## config.mk

```make
export PLATFORM = sky130hd
export DESIGN_NAME = alu_issue_queue_flat
export DESIGN_NICKNAME = d
export VERILOG_FILES = /design/src/rtl/alu_issue_queue_pkg.sv /design/src/rtl/alu_issue_queue_if.sv /design/src/rtl/alu_issue_queue_cmd_fifo.sv /design/src/rtl/alu_issue_queue.sv /design/src/flat_wrapper.sv
export SDC_FILE = /design/constraint.sdc
export NUM_CORES = 1
export LEC_CHECK = 0
export CAP_MARGIN = 15
export CORE_MARGIN = 4
export CORE_UTILIZATION = 50
export DETAILED_ROUTE_END_ITERATION = 6
export DONT_BUFFER_PORTS = 1
export HOLD_SLACK_MARGIN = 0.02
export RECOVER_POWER = 50
export SLEW_MARGIN = 20
export SYNTH_ARGS = -nofsm -noshare
export SYNTH_HDL_FRONTEND = slang
export SYNTH_SLANG_ARGS = --single-unit
```

## constraint.sdc

```tcl
create_clock -name clk -period 3.2 [get_ports clk]
set_input_delay 0.64 -clock clk [delete_from_list [all_inputs] [get_ports clk]]
set_output_delay 0.64 -clock clk [all_outputs]
set_load 0.005 [all_outputs]
```

## src/rtl/alu_issue_queue_pkg.sv

```systemverilog
// Shared opcode encodings, command record and result-qualification helpers
// for the ALU issue/capture stage.
package alu_pkg;

    localparam logic [3:0] ALU_ADD  = 4'b0000;
    localparam logic [3:0] ALU_SUB  = 4'b0001;
    localparam logic [3:0] ALU_MUL  = 4'b0010;
    localparam logic [3:0] ALU_DIV  = 4'b0011;
    localparam logic [3:0] ALU_AND  = 4'b0100;
    localparam logic [3:0] ALU_OR   = 4'b0101;
    localparam logic [3:0] ALU_XOR  = 4'b0110;
    localparam logic [3:0] ALU_NOT  = 4'b0111;
    localparam logic [3:0] ALU_SHL  = 4'b1000;
    localparam logic [3:0] ALU_SHR  = 4'b1001;
    localparam logic [3:0] ALU_ROL  = 4'b1010;
    localparam logic [3:0] ALU_ROR  = 4'b1011;
    localparam logic [3:0] ALU_NAND = 4'b1100;
    localparam logic [3:0] ALU_NOR  = 4'b1101;
    localparam logic [3:0] ALU_GT   = 4'b1110;
    localparam logic [3:0] ALU_EQ   = 4'b1111;

    localparam logic [7:0] DIVZ_RESULT = 8'hFF;

    typedef struct packed {
        logic [3:0] sel;
        logic [7:0] a;
        logic [7:0] b;
    } alu_cmd_t;

    function automatic logic is_div_zero(input alu_cmd_t cmd);
        return (cmd.sel == ALU_DIV) && (cmd.b == 8'h00);
    endfunction

    // Carry is only architecturally meaningful for ADD; mask it elsewhere.
    function automatic logic qualify_carry(input alu_cmd_t cmd, input logic carry);
        return (cmd.sel == ALU_ADD) ? carry : 1'b0;
    endfunction

endpackage

```

## src/rtl/alu_issue_queue_if.sv

```systemverilog
// Command stream, ALU drive/return and result stream of the issue queue,
// bundled with the queue occupancy.
interface alu_issue_queue_if #(
    parameter int DEPTH = 4
);
    localparam int LVL_W = $clog2(DEPTH + 1);

    logic             in_valid;
    logic             in_ready;
    logic [7:0]       in_a;
    logic [7:0]       in_b;
    logic [3:0]       in_sel;

    logic [7:0]       alu_a;
    logic [7:0]       alu_b;
    logic [3:0]       alu_sel;
    logic [7:0]       alu_out;
    logic             alu_carry;

    logic             out_valid;
    logic             out_ready;
    logic [7:0]       out_result;
    logic             out_carry;
    logic             out_divz;

    logic [LVL_W-1:0] level;

    modport slave (
        input  in_valid, in_a, in_b, in_sel,
        output in_ready,
        output alu_a, alu_b, alu_sel,
        input  alu_out, alu_carry,
        output out_valid, out_result, out_carry, out_divz,
        input  out_ready,
        output level
    );

    modport master (
        output in_valid, in_a, in_b, in_sel,
        input  in_ready,
        input  alu_a, alu_b, alu_sel,
        output alu_out, alu_carry,
        input  out_valid, out_result, out_carry, out_divz,
        output out_ready,
        input  level
    );

endinterface

```

## src/rtl/alu_issue_queue_cmd_fifo.sv

```systemverilog
// Synchronous command FIFO; head is a register-only mux that reads as zero
// while empty. Storage is deliberately not reset.
module alu_cmd_fifo
    import alu_pkg::*;
#(
    parameter int DEPTH = 4
) (
    input  logic                         i_clk,
    input  logic                         i_rst,
    input  logic                         i_push,
    input  alu_cmd_t                     i_push_data,
    input  logic                         i_pop,
    output alu_cmd_t                     o_head,
    output logic                         o_empty,
    output logic                         o_full,
    output logic [$clog2(DEPTH+1)-1:0]   o_level
);

    localparam int PTR_W = $clog2(DEPTH);
    localparam int LVL_W = $clog2(DEPTH + 1);

    alu_cmd_t         r_mem [DEPTH];
    logic [PTR_W-1:0] r_wr_ptr;
    logic [PTR_W-1:0] r_rd_ptr;
    logic [LVL_W-1:0] r_level;
    logic             w_do_push;
    logic             w_do_pop;

    assign o_empty   = (r_level == LVL_W'(0));
    assign o_full    = (r_level == LVL_W'(DEPTH));
    assign o_level   = r_level;
    assign w_do_push = i_push & ~o_full & ~i_rst;
    assign w_do_pop  = i_pop & ~o_empty;

    // Command storage write.
    always_ff @(posedge i_clk) begin
        if (w_do_push) begin
            r_mem[r_wr_ptr] <= i_push_data;
        end
    end

    // Pointers and occupancy; pointers wrap naturally at a power-of-two depth.
    always_ff @(posedge i_clk) begin
        if (i_rst) begin
            r_wr_ptr <= PTR_W'(0);
            r_rd_ptr <= PTR_W'(0);
            r_level  <= LVL_W'(0);
        end else begin
            if (w_do_push) begin
                r_wr_ptr <= r_wr_ptr + PTR_W'(1);
            end
            if (w_do_pop) begin
                r_rd_ptr <= r_rd_ptr + PTR_W'(1);
            end
            case ({w_do_push, w_do_pop})
                2'b10:   r_level <= r_level + LVL_W'(1);
                2'b01:   r_level <= r_level - LVL_W'(1);
                default: r_level <= r_level;
            endcase
        end
    end

    // Head view, forced to zero while empty.
    always_comb begin
        o_head = '{sel: 4'h0, a: 8'h00, b: 8'h00};
        if (!o_empty) begin
            o_head = r_mem[r_rd_ptr];
        end else begin
            o_head = '{sel: 4'h0, a: 8'h00, b: 8'h00};
        end
    end

endmodule

```

## src/rtl/alu_issue_queue.sv

```systemverilog
// Issue stage around a combinational 8-bit ALU: queues commands, drives the
// ALU from the queue head and captures a qualified result for downstream.
module alu_issue_queue
    import alu_pkg::*;
#(
    parameter int DEPTH = 4
) (
    input  logic              clk,
    input  logic              rst,
    alu_issue_queue_if.slave  bus
);

    localparam int LVL_W = $clog2(DEPTH + 1);

    alu_cmd_t         w_push_cmd;
    alu_cmd_t         w_head;
    logic             w_empty;
    logic             w_full;
    logic             w_in_ready;
    logic             w_fire;
    logic [LVL_W-1:0] w_level;

    logic             r_out_valid;
    logic [7:0]       r_out_result;
    logic             r_out_carry;
    logic             r_out_divz;

    assign w_push_cmd = '{sel: bus.in_sel, a: bus.in_a, b: bus.in_b};
    assign w_in_ready = ~w_full;
    // Issue whenever a command waits and the output slot is free or draining.
    assign w_fire     = ~w_empty & (~r_out_valid | bus.out_ready);

    alu_cmd_fifo #(
        .DEPTH (DEPTH)
    ) u_fifo (
        .i_clk       (clk),
        .i_rst       (rst),
        .i_push      (bus.in_valid & w_in_ready),
        .i_push_data (w_push_cmd),
        .i_pop       (w_fire),
        .o_head      (w_head),
        .o_empty     (w_empty),
        .o_full      (w_full),
        .o_level     (w_level)
    );

    // Result capture register with divide-by-zero override and carry masking.
    always_ff @(posedge clk) begin
        if (rst) begin
            r_out_valid  <= 1'b0;
            r_out_result <= 8'h00;
            r_out_carry  <= 1'b0;
            r_out_divz   <= 1'b0;
        end else if (w_fire) begin
            r_out_valid  <= 1'b1;
            r_out_result <= is_div_zero(w_head) ? DIVZ_RESULT : bus.alu_out;
            r_out_carry  <= qualify_carry(w_head, bus.alu_carry);
            r_out_divz   <= is_div_zero(w_head);
        end else if (r_out_valid && bus.out_ready) begin
            r_out_valid  <= 1'b0;
        end else begin
            r_out_valid  <= r_out_valid;
        end
    end

    assign bus.in_ready   = w_in_ready;
    assign bus.alu_a      = w_head.a;
    assign bus.alu_b      = w_head.b;
    assign bus.alu_sel    = w_head.sel;
    assign bus.out_valid  = r_out_valid;
    assign bus.out_result = r_out_result;
    assign bus.out_carry  = r_out_carry;
    assign bus.out_divz   = r_out_divz;
    assign bus.level      = w_level;

endmodule

```

## src/flat_wrapper.sv

```systemverilog
// flat-port wrapper written by rule: the top's interface ports become plain ports
module alu_issue_queue_flat import alu_pkg::*;
#(
    parameter int DEPTH = 4
)
  (clk, rst, bus_in_valid, bus_in_a, bus_in_b, bus_in_sel, bus_in_ready, bus_alu_a, bus_alu_b, bus_alu_sel, bus_alu_out, bus_alu_carry, bus_out_valid, bus_out_result, bus_out_carry, bus_out_divz, bus_out_ready, bus_level);
  alu_issue_queue_if #(.DEPTH(DEPTH)) bus_i ();
  input  logic clk;
  input  logic rst;
  input wire logic [$bits(bus_i.in_valid)-1:0] bus_in_valid;
  input wire logic [$bits(bus_i.in_a)-1:0] bus_in_a;
  input wire logic [$bits(bus_i.in_b)-1:0] bus_in_b;
  input wire logic [$bits(bus_i.in_sel)-1:0] bus_in_sel;
  output wire logic [$bits(bus_i.in_ready)-1:0] bus_in_ready;
  output wire logic [$bits(bus_i.alu_a)-1:0] bus_alu_a;
  output wire logic [$bits(bus_i.alu_b)-1:0] bus_alu_b;
  output wire logic [$bits(bus_i.alu_sel)-1:0] bus_alu_sel;
  input wire logic [$bits(bus_i.alu_out)-1:0] bus_alu_out;
  input wire logic [$bits(bus_i.alu_carry)-1:0] bus_alu_carry;
  output wire logic [$bits(bus_i.out_valid)-1:0] bus_out_valid;
  output wire logic [$bits(bus_i.out_result)-1:0] bus_out_result;
  output wire logic [$bits(bus_i.out_carry)-1:0] bus_out_carry;
  output wire logic [$bits(bus_i.out_divz)-1:0] bus_out_divz;
  input wire logic [$bits(bus_i.out_ready)-1:0] bus_out_ready;
  output wire logic [$bits(bus_i.level)-1:0] bus_level;
  assign bus_i.in_valid = bus_in_valid;
  assign bus_i.in_a = bus_in_a;
  assign bus_i.in_b = bus_in_b;
  assign bus_i.in_sel = bus_in_sel;
  assign bus_in_ready = bus_i.in_ready;
  assign bus_alu_a = bus_i.alu_a;
  assign bus_alu_b = bus_i.alu_b;
  assign bus_alu_sel = bus_i.alu_sel;
  assign bus_i.alu_out = bus_alu_out;
  assign bus_i.alu_carry = bus_alu_carry;
  assign bus_out_valid = bus_i.out_valid;
  assign bus_out_result = bus_i.out_result;
  assign bus_out_carry = bus_i.out_carry;
  assign bus_out_divz = bus_i.out_divz;
  assign bus_i.out_ready = bus_out_ready;
  assign bus_level = bus_i.level;
  alu_issue_queue #(.DEPTH(DEPTH)) u_core (.clk(clk), .rst(rst), .bus(bus_i));
endmodule
```

-- Yosys cells after proc, flatten, opt, wreduce, memory -nomap -nowiden
Memory sizes are Yosys's and may differ from the RTL's. A register that Yosys moved wholly into a read port is not among the register bits.
Index checks and enable logic that the tools add are counted.
- bits in writable memories: 80
- memories kept: 1
- input bits: 33
- logic and storage cells: 43
- bits in registers: 18
- output and inout bits: 35
- memories (memory ; depth ; bits a word ; rd ports ; clocked after Yosys merged registers in ; write ports ; RTL line ; source):
    u_core.u_fifo.r_mem ; 4 ; 20 ; 1 ; 1 ; 1 ; alu_issue_queue_cmd_fifo.sv:22 ; alu_cmd_t r_mem [DEPTH];
- reduce and logical (&&, ||, !) cells: 7
- muxes and demuxes: 10
- bitwise operators: 10
- add/subtract/negate cells: 4
- equality and inequality tests: 4
- operators with widths (operator ; count):
    20-bit two-way mux ; 1
    8-bit logical NOT ; 1
    8-bit two-way mux ; 1
    3-bit case mux with 2 select lines ; 1
    1-bit bitwise AND ; 5
    1-bit two-way mux ; 5
    2-bit by 1-bit adder with 2-bit output (second input constant) ; 2
    4-bit by 2-bit equality test with 1-bit output (second input constant) ; 1
    4-bit logical NOT ; 1
    2-bit two-way mux ; 2
    1-bit inverter ; 4
    2-bit nonzero test ; 2
    3-bit by 1-bit adder with 3-bit output (second input constant) ; 1
    3-bit equality test (second input constant) ; 1
    3-bit logical NOT ; 1
    3-bit by 1-bit subtractor with 3-bit output (second input constant) ; 1
    2-bit by 1-bit equality test with 1-bit output (second input constant) ; 1
    2-bit equality test (second input constant) ; 1
    1-bit logical AND ; 2
    1-bit bitwise OR ; 1

-- Depth between registers and ports, before layout
Gate-level depths: netlist of the first run.
- depth in word-level cells: 7
- mapped depth: 10
- depth with buffers taken out: 10

-- Hierarchy
Synthesis of the first run repeated with hierarchy kept, for this count alone.
- cell total of the unflattened synthesis: 219
- area, all modules: 4066.4 sq um
- by module, submodules not included (module ; instances ; cells an instance ; area an instance (sq um) ; seq. area each (sq um)):
    alu_cmd_fifo ; 1 ; 181 ; 3579.7 ; 2582.5
    alu_issue_queue ; 1 ; 38 ; 486.7 ; 220.2

-- Worst setup path after synthesis of the first run
OpenSTA, ideal clock, no wires.
- kind: input to register
- from: input port bus_out_ready
- to: register u_core.u_fifo.r_level[2] (netlist: u_core.u_fifo.o_level[2])
- library setup time: 71 ps
- arrival time: 2388 ps
- data required time: 3129 ps
- path buffers: 1
- path slack: 741 ps
- cell stages on the path: 10
- cell sequence: nand2b_1 -> nand2_1 -> inv_1 -> clkbuf_1 -> ha_1 -> inv_1 -> fa_1 -> xor2_1 -> or3_1 -> a21oi_1
- word-level cells in the longest chain between the ends: 5
- elaborated cells on any way between the ends: 7
- classes of those cells: 2 x eq/ne; 1 x mux; 3 x bitwise; 1 x reduce/logical
- ends and longest elaborated chain (element ; RTL line ; source):
    start, declared ; flat_wrapper.sv:24 ; input wire logic [$bits(bus_i.out_ready)-1:0] bus_out_ready;
    1-bit bitwise OR (*) ; alu_issue_queue.sv:31 ; assign w_fire = ~w_empty & (~r_out_valid | bus.out_ready);
    1-bit bitwise AND (*) ; alu_issue_queue.sv:31 ;
    via u_core.u_fifo.i_pop ; alu_issue_queue_cmd_fifo.sv:12 ; input logic i_pop,
    1-bit bitwise AND (*) ; alu_issue_queue_cmd_fifo.sv:33 ; assign w_do_pop = i_pop & ~o_empty;
    2-bit by 1-bit equality test with 1-bit output or 2-bit equality test (tied branches) ; alu_issue_queue_cmd_fifo.sv:55 ; case ({w_do_push, w_do_pop})
    3-bit case mux with 2 select lines or 2-bit nonzero test (tied branches) ; n/a ;
    end signal, assigned ; alu_issue_queue_cmd_fifo.sv:56 ; 2'b10: r_level <= r_level + LVL_W'(1);
    end signal, assigned ; alu_issue_queue_cmd_fifo.sv:57 ; 2'b01: r_level <= r_level - LVL_W'(1);
    end signal, assigned ; alu_issue_queue_cmd_fifo.sv:58 ; default: r_level <= r_level;
    end, declared ; alu_issue_queue_cmd_fifo.sv:25 ; logic [LVL_W-1:0] r_level;
Mark *: on every way through the listed nets, which the timed path passes. The rest lies on a longest branch.
A chain may end at the register's enable or synchronous reset.

-- Worst setup path after layout of the first run
- from: register u_core.u_fifo.r_level[0] (netlist: u_core.u_fifo.o_level[0])
- to: output port bus_alu_sel[1]
- word-level cells in the longest chain between the ends: 2
- ends and longest elaborated chain (element ; RTL line ; source):
    3-bit logical NOT ; alu_issue_queue_cmd_fifo.sv:29 ; assign o_empty = (r_level == LVL_W'(0));
    20-bit two-way mux ; alu_issue_queue_cmd_fifo.sv:66 ; if (!o_empty) begin
    end, declared ; flat_wrapper.sv:17 ; output wire logic [$bits(bus_i.alu_sel)-1:0] bus_alu_sel;
No other way between the ends.

==> results of run 1 <==
[power groups by stage]
stage / sequential [mW] / combinational, mW / clock [mW]
floorplan: 1.62 / 0.693 / 0
global placement: 1.66 / 0.812 / 0
detailed placement: 1.67 / 0.838 / 0
CTS: 1.64 / 0.845 / 0.871
global route: 1.65 / 0.910 / 0.929
finish: 1.64 / 0.816 / 0.849
[logic make-up (layout without fill, tap and decap cells)]
family                   count (synthesis)  in the layout  synth area share, %
flip-flops                             100            100                70.00
AO/OA/AOI/OAI                           16             16                3.500
XOR/XNOR                                 5              5                1.094
multiplexers                            20             20                11.44
buffers and inverters                   17             27                1.813
AND/OR/NAND/NOR                         68             68                10.09
adder cells (fa/ha/maj)                  6              6                2.063
[how the worst max path moves through the flow]
stage                                          startpoint                                    end  slack, ps
floorplan                                   bus_out_ready  u_core.u_fifo.o_level[2]$_SDFFE_PP0P_        740
global placement                            bus_out_ready  u_core.u_fifo.o_level[2]$_SDFFE_PP0P_        590
detailed placement                          bus_out_ready  u_core.u_fifo.o_level[2]$_SDFFE_PP0P_        510
CTS                                             flip-flop                           bus_alu_a[5]        560
global route        u_core.u_fifo.o_level[0]$_SDFFE_PP0P_                         bus_alu_sel[1]        340
finish              u_core.u_fifo.o_level[0]$_SDFFE_PP0P_                         bus_alu_sel[1]        580
[metrics by stage]
step           instance area, um2  hold slack (ps)
3_5_place_dp                 4108            467.0
5_1_grt                      4335            313.9
6_report                     4335            342.1
3_3_place_gp                 4108            462.6
4_1_cts                      4324            322.4
2_1_floorplan                4004            448.3
[layout by cell type (no fill, tap or decap), types with 3 or more instances in the layout]
cell,Yosys,routed
mux4_2,18,18
a211oi_2,8,8
inv_1,7,7
xor2_1,3,3
dfxtp_1,20,20
a21oi_1,5,5
clkbuf_8,0,9
edfxtp_1,80,80
and2_1,24,23
nand2_1,5,5
nor2_1,25,25
ha_1,5,5
[worst reg2reg max path: stages (launching register included)]
cell and delay (ps):
dfxtp_1 460, or3_1 180, nand2_1 200, inv_1 350, ha_1 250, inv_1 60, fa_1 380, xor2_1 160
or3_1 300, a21oi_1 140
[state kept, by name, indices dropped and copies added, names as in the netlist, named ones only]
register,cells
u_core.u_fifo.o_level,3
u_core.bus.out_carry,1
u_core.bus.out_divz,1
u_core.u_fifo.r_rd_ptr,2
u_core.u_fifo.r_mem,80
u_core.bus.out_result,8
u_core.bus.out_valid,1
u_core.u_fifo.r_wr_ptr,2
[layer usage]
metal / GRT usage [%] / part of all wire, %
met4: 3.834 / 0.92
met5: 0 / 0
met1: 17.78 / 39
met2: 25.72 / 51
met3: 7.179 / 8.8
[cell type report]
type / instances / share of cell area (%)
clock inverter: 6 / 2.049
tap: 102 / 2.944
clock buffer: 10 / 2.944
timing repair buffer: 4 / 0.7792
multi-input combinational: 115 / 26.03
sequential: 100 / 64.65
inverter: 7 / 0.6061
==> impl_metrics.toml, run 1 <==
[sta]
worst_pin_slew_ps = 1085
grt_setup_unrepaired = "no"
finalSetupViolations = 0
tns_ps = 0
setup_ws_ps = 583.5
finalHoldViolations = 0
finalCritPeriodShare_pct = 81.76
finalCriticalPeriod_ps = 2616
slew-limit-headroom_pct = 27.66
fin_worst_skew_ps = 7.330
maxSlewViolCount = 0
fmax_mhz = 382.2

[logic_synthesis]
syn_avg_cell_area_um2 = 17.26
ys_types = 31
syn_nets = 271
syn-cell-area_um2 = 4004
synthArstFlopShare_pct = 0
synth_seq_cells = 100
yosys_most_used_dff = "edfxtp_1"
synth_edf_count = 80
synth.most_common_cell = "edfxtp_1"
yosys.area.top_type_share_pct = 60.00
netlist_top_cells_count = "edfxtp_1, nor2_1, and2_1"
yosysSeqAreaShare_pct = 70.00
syn_inst = 232
ys_warn_count = 0
synth.largest_area_cell = "edfxtp_1"
yosys-top-cells-area = "edfxtp_1, mux4_2, dfxtp_1"

[setup_path]
cp.arrival_ps = 1980
r2r-start = "u_core.u_fifo.o_level[0]$_SDFFE_PP0P_"
path_delay_family = "buffers and inverters"
crit_slowest_cell = "clkbuf_1"
required_ps = 2560
path_class = "flip-flop to primary output"
ff2ff_setup_slack_ps = 670
path_cells = "or3_1 > clkbuf_1 > and2_1"
reg2reg_depth = 9
path_max_fanout = 22
end_kind = "primary output"
cp.depth = 3
start_kind = "flip-flop"
cp_num_buf_inv = 1
r2r_end = "u_core.u_fifo.o_level[2]$_SDFFE_PP0P_"
slowest_delay_ps = 630

[pwr]
switchingPower_mw = 0.9649
internal-power_mw = 2.337
power_frac_comb_pct = 24.7
leakage_nw = 1.389
p_total_mw = 3.302
irDropWorstVdd_mv = 0.3932
swShare_pct = 29.22
power_density_nw_per_um2 = 761.6
seq_power_share_pct = 49.6
clock_power_share_pct = 25.7

[finish]
syn_to_final_growth_pct = 8.281
regArea_um2 = 2803
nNetsFinal = 276
final_cell_count_no_fill = 344
multi_input_area_um2 = 1129
antenna_cells = 0
layout-drive-gt1-share_pct = 20.25
fillCellCount = 613
fin_util_pct = 55.82

[detailed_routing]
drtIter0Drc = 77
ant_nets = 0
wire_per_inst_um = 20.47
vias = 1938
dr.pass1.iters = 4
vias_per_cell = 5.634
drcViolationCount = 0
wl_um = 7042

[floorplanning]
ios = 68
initial_core_util_pct = 51.55
die_area_um2 = 9503
die_width_um = 97.49
row_count = 32
die_y_um = 97.49
coreArea_um2 = 7767

[clock_network]
cts_hold_buf = 0
cts_sinks = 100
cts_resized = 0
cts_buffer_depth = 2
numCtsBuffers = 9
root_buffer = "clkbuf_8"
clkLatencyLatePin_ps = 350
cts.clk_slew.worst_paths_ps = 90
cts_setup_buffers = 0
htree_levels = 3
cts_tree = "done"

[placement]
pre_cts_ws_ps = 505.2
place_congestion = 0.7268
hpwlAfterDp_um = 4680
post-place-cells = 327
port_buffers = 0

[outcome]
status = "completed"

[global_route]
grt_util_all_layers_pct = 15.31
grt_start_max_net_pins = 23
antenna_found_initial = 0
grt_pass1_wl_um = 11210
grt_pass1_vias = 2142
grt_overflow = 0

[min_path]
whs_endpoint = "u_core.bus.out_result[6]$_SDFFE_PP0P_"
min_from = "rst"
min_path_type = "input pin to flip-flop"
whs_path_depth = 1

[job]
drv_cap = 0
No activity file was read; power rests on OpenSTA's default activity.
==> inputs of run 2 (changes only) <==
--- a/config.mk
+++ b/config.mk
@@ -11,6 +11,7 @@
 export DETAILED_ROUTE_END_ITERATION = 6
 export DONT_BUFFER_PORTS = 1
 export HOLD_SLACK_MARGIN = 0.02
+export PLACE_DENSITY = 0.68
 export RECOVER_POWER = 50
 export SLEW_MARGIN = 20
 export SYNTH_ARGS = -nofsm -noshare
==> constraint.sdc (replaced) <==
create_clock -name clk -period 2.3 [get_ports clk]
set_input_delay 0.46 -clock clk [delete_from_list [all_inputs] [get_ports clk]]
set_output_delay 0.46 -clock clk [all_outputs]
set_load 0.005 [all_outputs]
==> run 2 against run 1 <==
  * Setup slack worse by 490 ps
  * First-iteration DRC count is 1.3% lower
  * Critical endpoint is now bus_alu_a[2]
  * Combinational power grew 65%
  * Critical path type unchanged
  * Largest power group unchanged
  * Routed wire length decreased by 2.2%
==> impl_metrics.toml, run 2 (synthesis results as in run 1) <==
[outcome]
status = "completed"

[finish]
design_area_um2 = 4471
regMostFlops = "u_core.u_fifo.r_mem"
largest_register_ff_count = 80
layout-drive-gt1-share_pct = 26.54
syn_to_final_growth_pct = 11.66
fin_util_pct = 57.55
fillCellCount = 603
final_cell_mix = "edfxtp_1, nor2_1, and2_1"
antenna_cells = 0
nNetsFinal = 294
layout_commonest_cell = "edfxtp_1"

[clock_network]
numCtsBuffers = 9
cts_buffer_depth = 2
root_buffer = "clkbuf_8"
cts.clk_slew.worst_paths_ps = 100
clkLatencyLatePin_ps = 360
cts_sinks = 100
cts_hold_buf = 0
cts_tree = "done"
htree_levels = 3

[pwr]
power_density_nw_per_um2 = 1031
irDropWorstVdd_mv = 0.3977
p_total_mw = 4.609
leakage_nw = 1.474

[global_route]
grt_pass1_wl_um = 11000
grt_start_max_net_pins = 23
grt_pass1_vias = 1972
grt_overflow = 0
antenna_found_initial = 0
grt_util_all_layers_pct = 15.15

[sta]
finalCriticalPeriod_ps = 2207
whs_ps = 154.3
maxSlewViolCount = 0
worst_pin_slew_ps = 636.4
finalCritPeriodShare_pct = 95.94
slew-limit-headroom_pct = 57.58
fmax_mhz = 453.2
finalSetupViolations = 0
finalHoldViolations = 0
setup_ws_ps = 93.48
fin_worst_skew_ps = 6.863

[detailed_routing]
wire_per_inst_um = 19.03
dr.pass1.iters = 3
ant_nets = 0
wl_um = 6889
drtIter0Drc = 76
drcViolationCount = 0
vias = 1944
vias_per_cell = 5.370

[placement]
pre_cts_ws_ps = 40.70
port_buffers = 0
place_congestion = 0.7295
dpl_cell_area_um2 = 4233
hpwlAfterDp_um = 4532

[setup_path]
path_max_fanout = 11
path_class = "flip-flop to primary output"
required_ps = 1840
cp.arrival_ps = 1750
start_kind = "flip-flop"
end_kind = "primary output"

[floorplanning]
die_width_um = 97.49
initial_core_util_pct = 51.55
ios = 68
die_area_um2 = 9503
coreArea_um2 = 7767
row_count = 32
die_y_um = 97.49

[min_path]
min_path_type = "input pin to flip-flop"

[job]
drv_cap = 0
## run 2: cell types whose count changed in the layout (fill, tap and decap cells not counted), sizes merged
cell      change
inv           +4
clkinvlp      -1
bufinv        -2
buf          +17
## run 2: cell type report
cell class	count	area, um2	share of cell area, %
Inverter	7	26.28	0.5877
Timing Repair Buffer	22	195.2	4.366
Multi-Input combinational cell	115	1136	25.41
Tap cell	102	127.6	2.855
Clock inverter	7	58.81	1.315
Clock buffer	9	123.9	2.771
Sequential cell	100	2803	62.69
## run 2: per-layer routing
layer  wire length [um]  track usage (%)  share of wire, %  vias to the layer above
met5                  0                0                 0                        -
met4                105            5.431               1.5                        0
met2               3295            23.56                48                       53
met3                527            6.963               7.6                       10
met1               2961            18.73                43                      961
li1                   -                -                 -                      920
## run 2: per-stage QoR
stage                     setup TNS (ps)  std cells
after floorplan                        0        232
after global placement                 0        340
after detailed placement               0        340
after CTS                              0        356
after global routing              -8.683        362
final                                  0        362
## run 2: worst max-delay path: stages, from the launching register on
cell and delay, ps:
dfxtp_1 360, buf_12 150, buf_4 170, mux4_2 510, and2_1 190
## run 2: path summary, 6_finish.rpt
check                                              from                                    end  slack, ps  depth (start not counted)
setup reg to reg  u_core.u_fifo.o_level[0]$_SDFFE_PP0P_  u_core.u_fifo.o_level[2]$_SDFFE_PP0P_        120                         10
setup / recovery                              flip-flop                           bus_alu_a[2]         90                          4
hold reg to reg       u_core.bus.out_carry$_SDFFE_PP0P_      u_core.bus.out_carry$_SDFFE_PP0P_        480                          2
hold / removal                                      rst  u_core.bus.out_result[6]$_SDFFE_PP0P_        150                          1
## run 2: what timing repair did
action                     in CTS  in global routing
resized for setup               0                  2
buffers inserted                0                  6
setup endpoints to repair       0                  7
## run 2: power breakdown
part	internal [mW]	switching (mW)
sequential	2.14	0.0852
clock	0.412	0.619
combinational	0.644	0.706
==> inputs of run 3 (changes only) <==
--- a/config.mk
+++ b/config.mk
@@ -11,7 +11,6 @@
 export DETAILED_ROUTE_END_ITERATION = 6
 export DONT_BUFFER_PORTS = 1
 export HOLD_SLACK_MARGIN = 0.02
-export PLACE_DENSITY = 0.68
 export RECOVER_POWER = 50
 export SLEW_MARGIN = 20
 export SYNTH_ARGS = -nofsm -noshare
==> constraint.sdc (replaced) <==
create_clock -name clk -period 2.9 [get_ports clk]
set_input_delay 0.58 -clock clk [delete_from_list [all_inputs] [get_ports clk]]
set_output_delay 0.58 -clock clk [all_outputs]
set_load 0.005 [all_outputs]
==> run 3 against run 2 <==
  * Hold slack improved by 120 ps
  * Die area did not move
  * Register-to-register slack improved by 180 ps
  * Routed wire length rose by 1.4%
  * Final cell count fell by 5.0%
  * Global-route usage rose by 0.50 points
  * Count of clock-buffer cells in the layout rose by 1
  * Combinational power fell by 32%
  * Critical path depth rose by 6
  * Largest power group unchanged
==> impl_metrics.toml, run 3 (synthesis results as in run 1) <==
[outcome]
status = "completed"

[clock_network]
cts_sinks = 100
cts_resized = 0
cts.clk_slew.worst_paths_ps = 80
cts_tree = "done"
numCtsBuffers = 9
cts_buffer_depth = 2
clkLatencyLatePin_ps = 360
cts_setup_buffers = 0
htree_levels = 3
root_buffer = "clkbuf_8"
cts_hold_buf = 0

[setup_path]
path_common_cell = "inv_1"
required_ps = 3190
path_class = "flip-flop to flip-flop"
start_kind = "flip-flop"
r2r-start = "u_core.u_fifo.o_level[2]$_SDFFE_PP0P_"
slowest_delay_ps = 530
reg2reg_depth = 10
path_max_fanout = 6
end_kind = "flip-flop"
path_delay_family = "simple AND/OR/NAND/NOR gates"
cp_num_buf_inv = 2
ff2ff_setup_slack_ps = 300
crit_slowest_cell = "or3b_2"
r2r_end = "u_core.u_fifo.o_level[2]$_SDFFE_PP0P_"
path_cells = "or3b_2 > nand2_1 > nor2_1 > inv_1 > ha_1 > inv_1 > fa_1 > xor2_1 > or3_1 > a21oi_1"
cp.arrival_ps = 2890

[floorplanning]
initial_core_util_pct = 51.55
die_width_um = 97.49
die_y_um = 97.49
ios = 68
die_area_um2 = 9503
row_count = 32
coreArea_um2 = 7767

[pwr]
irDropWorstVdd_mv = 0.3942
leakage_nw = 1.372
power_density_nw_per_um2 = 823.6

[sta]
finalCritPeriodShare_pct = 89.67
tns_ps = 0
fin_worst_skew_ps = 6.308
finalCriticalPeriod_ps = 2600
fmax_mhz = 384.6
slew-limit-headroom_pct = 28.21
maxSlewViolCount = 0
worst_pin_slew_ps = 1077
finalHoldViolations = 0
finalSetupViolations = 0
grt_setup_unrepaired = "no"

[finish]
layout-drive-gt1-share_pct = 19.42
nNetsFinal = 277
final_cell_mix = "edfxtp_1, nor2_1, and2_1"
fillCellCount = 629
layout_commonest_cell = "edfxtp_1"
largest_register_ff_count = 80
design_area_um2 = 4300
regMostFlops = "u_core.u_fifo.r_mem"
syn_to_final_growth_pct = 7.406
fin_util_pct = 55.36
final_cell_count_no_fill = 344
antenna_cells = 0

[min_path]
min_from = "rst"
min_path_type = "input pin to flip-flop"
whs_endpoint = "u_core.bus.out_result[7]$_SDFFE_PP0P_"
whs_path_depth = 1

[detailed_routing]
drcViolationCount = 0
dr.pass1.iters = 4
wl_um = 6986
wire_per_inst_um = 20.31
drtIter0Drc = 83
ant_nets = 0
vias_per_cell = 5.651
vias = 1944

[global_route]
grt_pass1_wl_um = 11340
grt_util_all_layers_pct = 15.66
grt_overflow = 0
grt_pass1_vias = 2125
grt_start_max_net_pins = 23
antenna_found_initial = 0

[placement]
port_buffers = 0
dpl_cell_area_um2 = 4115
post-place-cells = 328
hpwlAfterDp_um = 4632
place_congestion = 0.7315

[job]
drv_cap = 0
-- run 3: stage by stage --
step           hold slack, ps  total power, mW  setup slack (ps)
2_1_floorplan           448.3            2.554             501.0
3_3_place_gp            459.2            2.732             506.8
3_5_place_dp            497.3            2.777             319.9
4_1_cts                 260.1            3.598             303.7
5_1_grt                 242.5            3.760             90.04
6_report                277.4            3.542             299.6
-- run 3: layer usage --
metal	routed length, um	share of wire [%]	global-route usage [%]	vias to the layer above
met4	69	0.99	4.366	0
met5	0	0	0	-
li1	-	-	-	881
met1	2862	41	18.73	977
met3	665	9.5	8.471	8
met2	3389	49	24.67	78
-- run 3: how the worst max path moves through the flow --
stage | startpoint | endpoint | slack (ps) | depth (start not counted)
final | u_core.u_fifo.o_level[2]$_SDFFE_PP0P_ | u_core.u_fifo.o_level[2]$_SDFFE_PP0P_ | 300 | 10
after global routing | u_core.u_fifo.o_level[2]$_SDFFE_PP0P_ | bus_alu_sel[1] | 90 | 3
after detailed placement | u_core.u_fifo.o_level[2]$_SDFFE_PP0P_ | u_core.u_fifo.o_level[2]$_SDFFE_PP0P_ | 320 | 10
after floorplan | bus_out_ready | u_core.u_fifo.o_level[2]$_SDFFE_PP0P_ | 500 | 10
after global placement | u_core.u_fifo.o_level[2]$_SDFFE_PP0P_ | u_core.u_fifo.o_level[2]$_SDFFE_PP0P_ | 510 | 10
after CTS | u_core.u_fifo.o_level[2]$_SDFFE_PP0P_ | u_core.u_fifo.o_level[2]$_SDFFE_PP0P_ | 300 | 10
-- run 3: where the power goes --
group | switching [mW] | internal [mW] | total [mW]
Clock | 0.441 | 0.390 | 0.831
Sequential | 0.0991 | 1.70 | 1.80
Combinational | 0.516 | 0.396 | 0.912
Total | 1.06 | 2.49 | 3.54
-- run 3: area by class of cell --
type / count / area [um2] / area share (%)
Inverter: 7 / 26.28 / 0.6110
Clock buffer: 10 / 127.6 / 2.968
Clock inverter: 5 / 53.80 / 1.251
Tap cell: 102 / 127.6 / 2.968
Timing Repair Buffer: 5 / 33.78 / 0.7856
Multi-Input combinational cell: 115 / 1129 / 26.24
Sequential cell: 100 / 2803 / 65.17
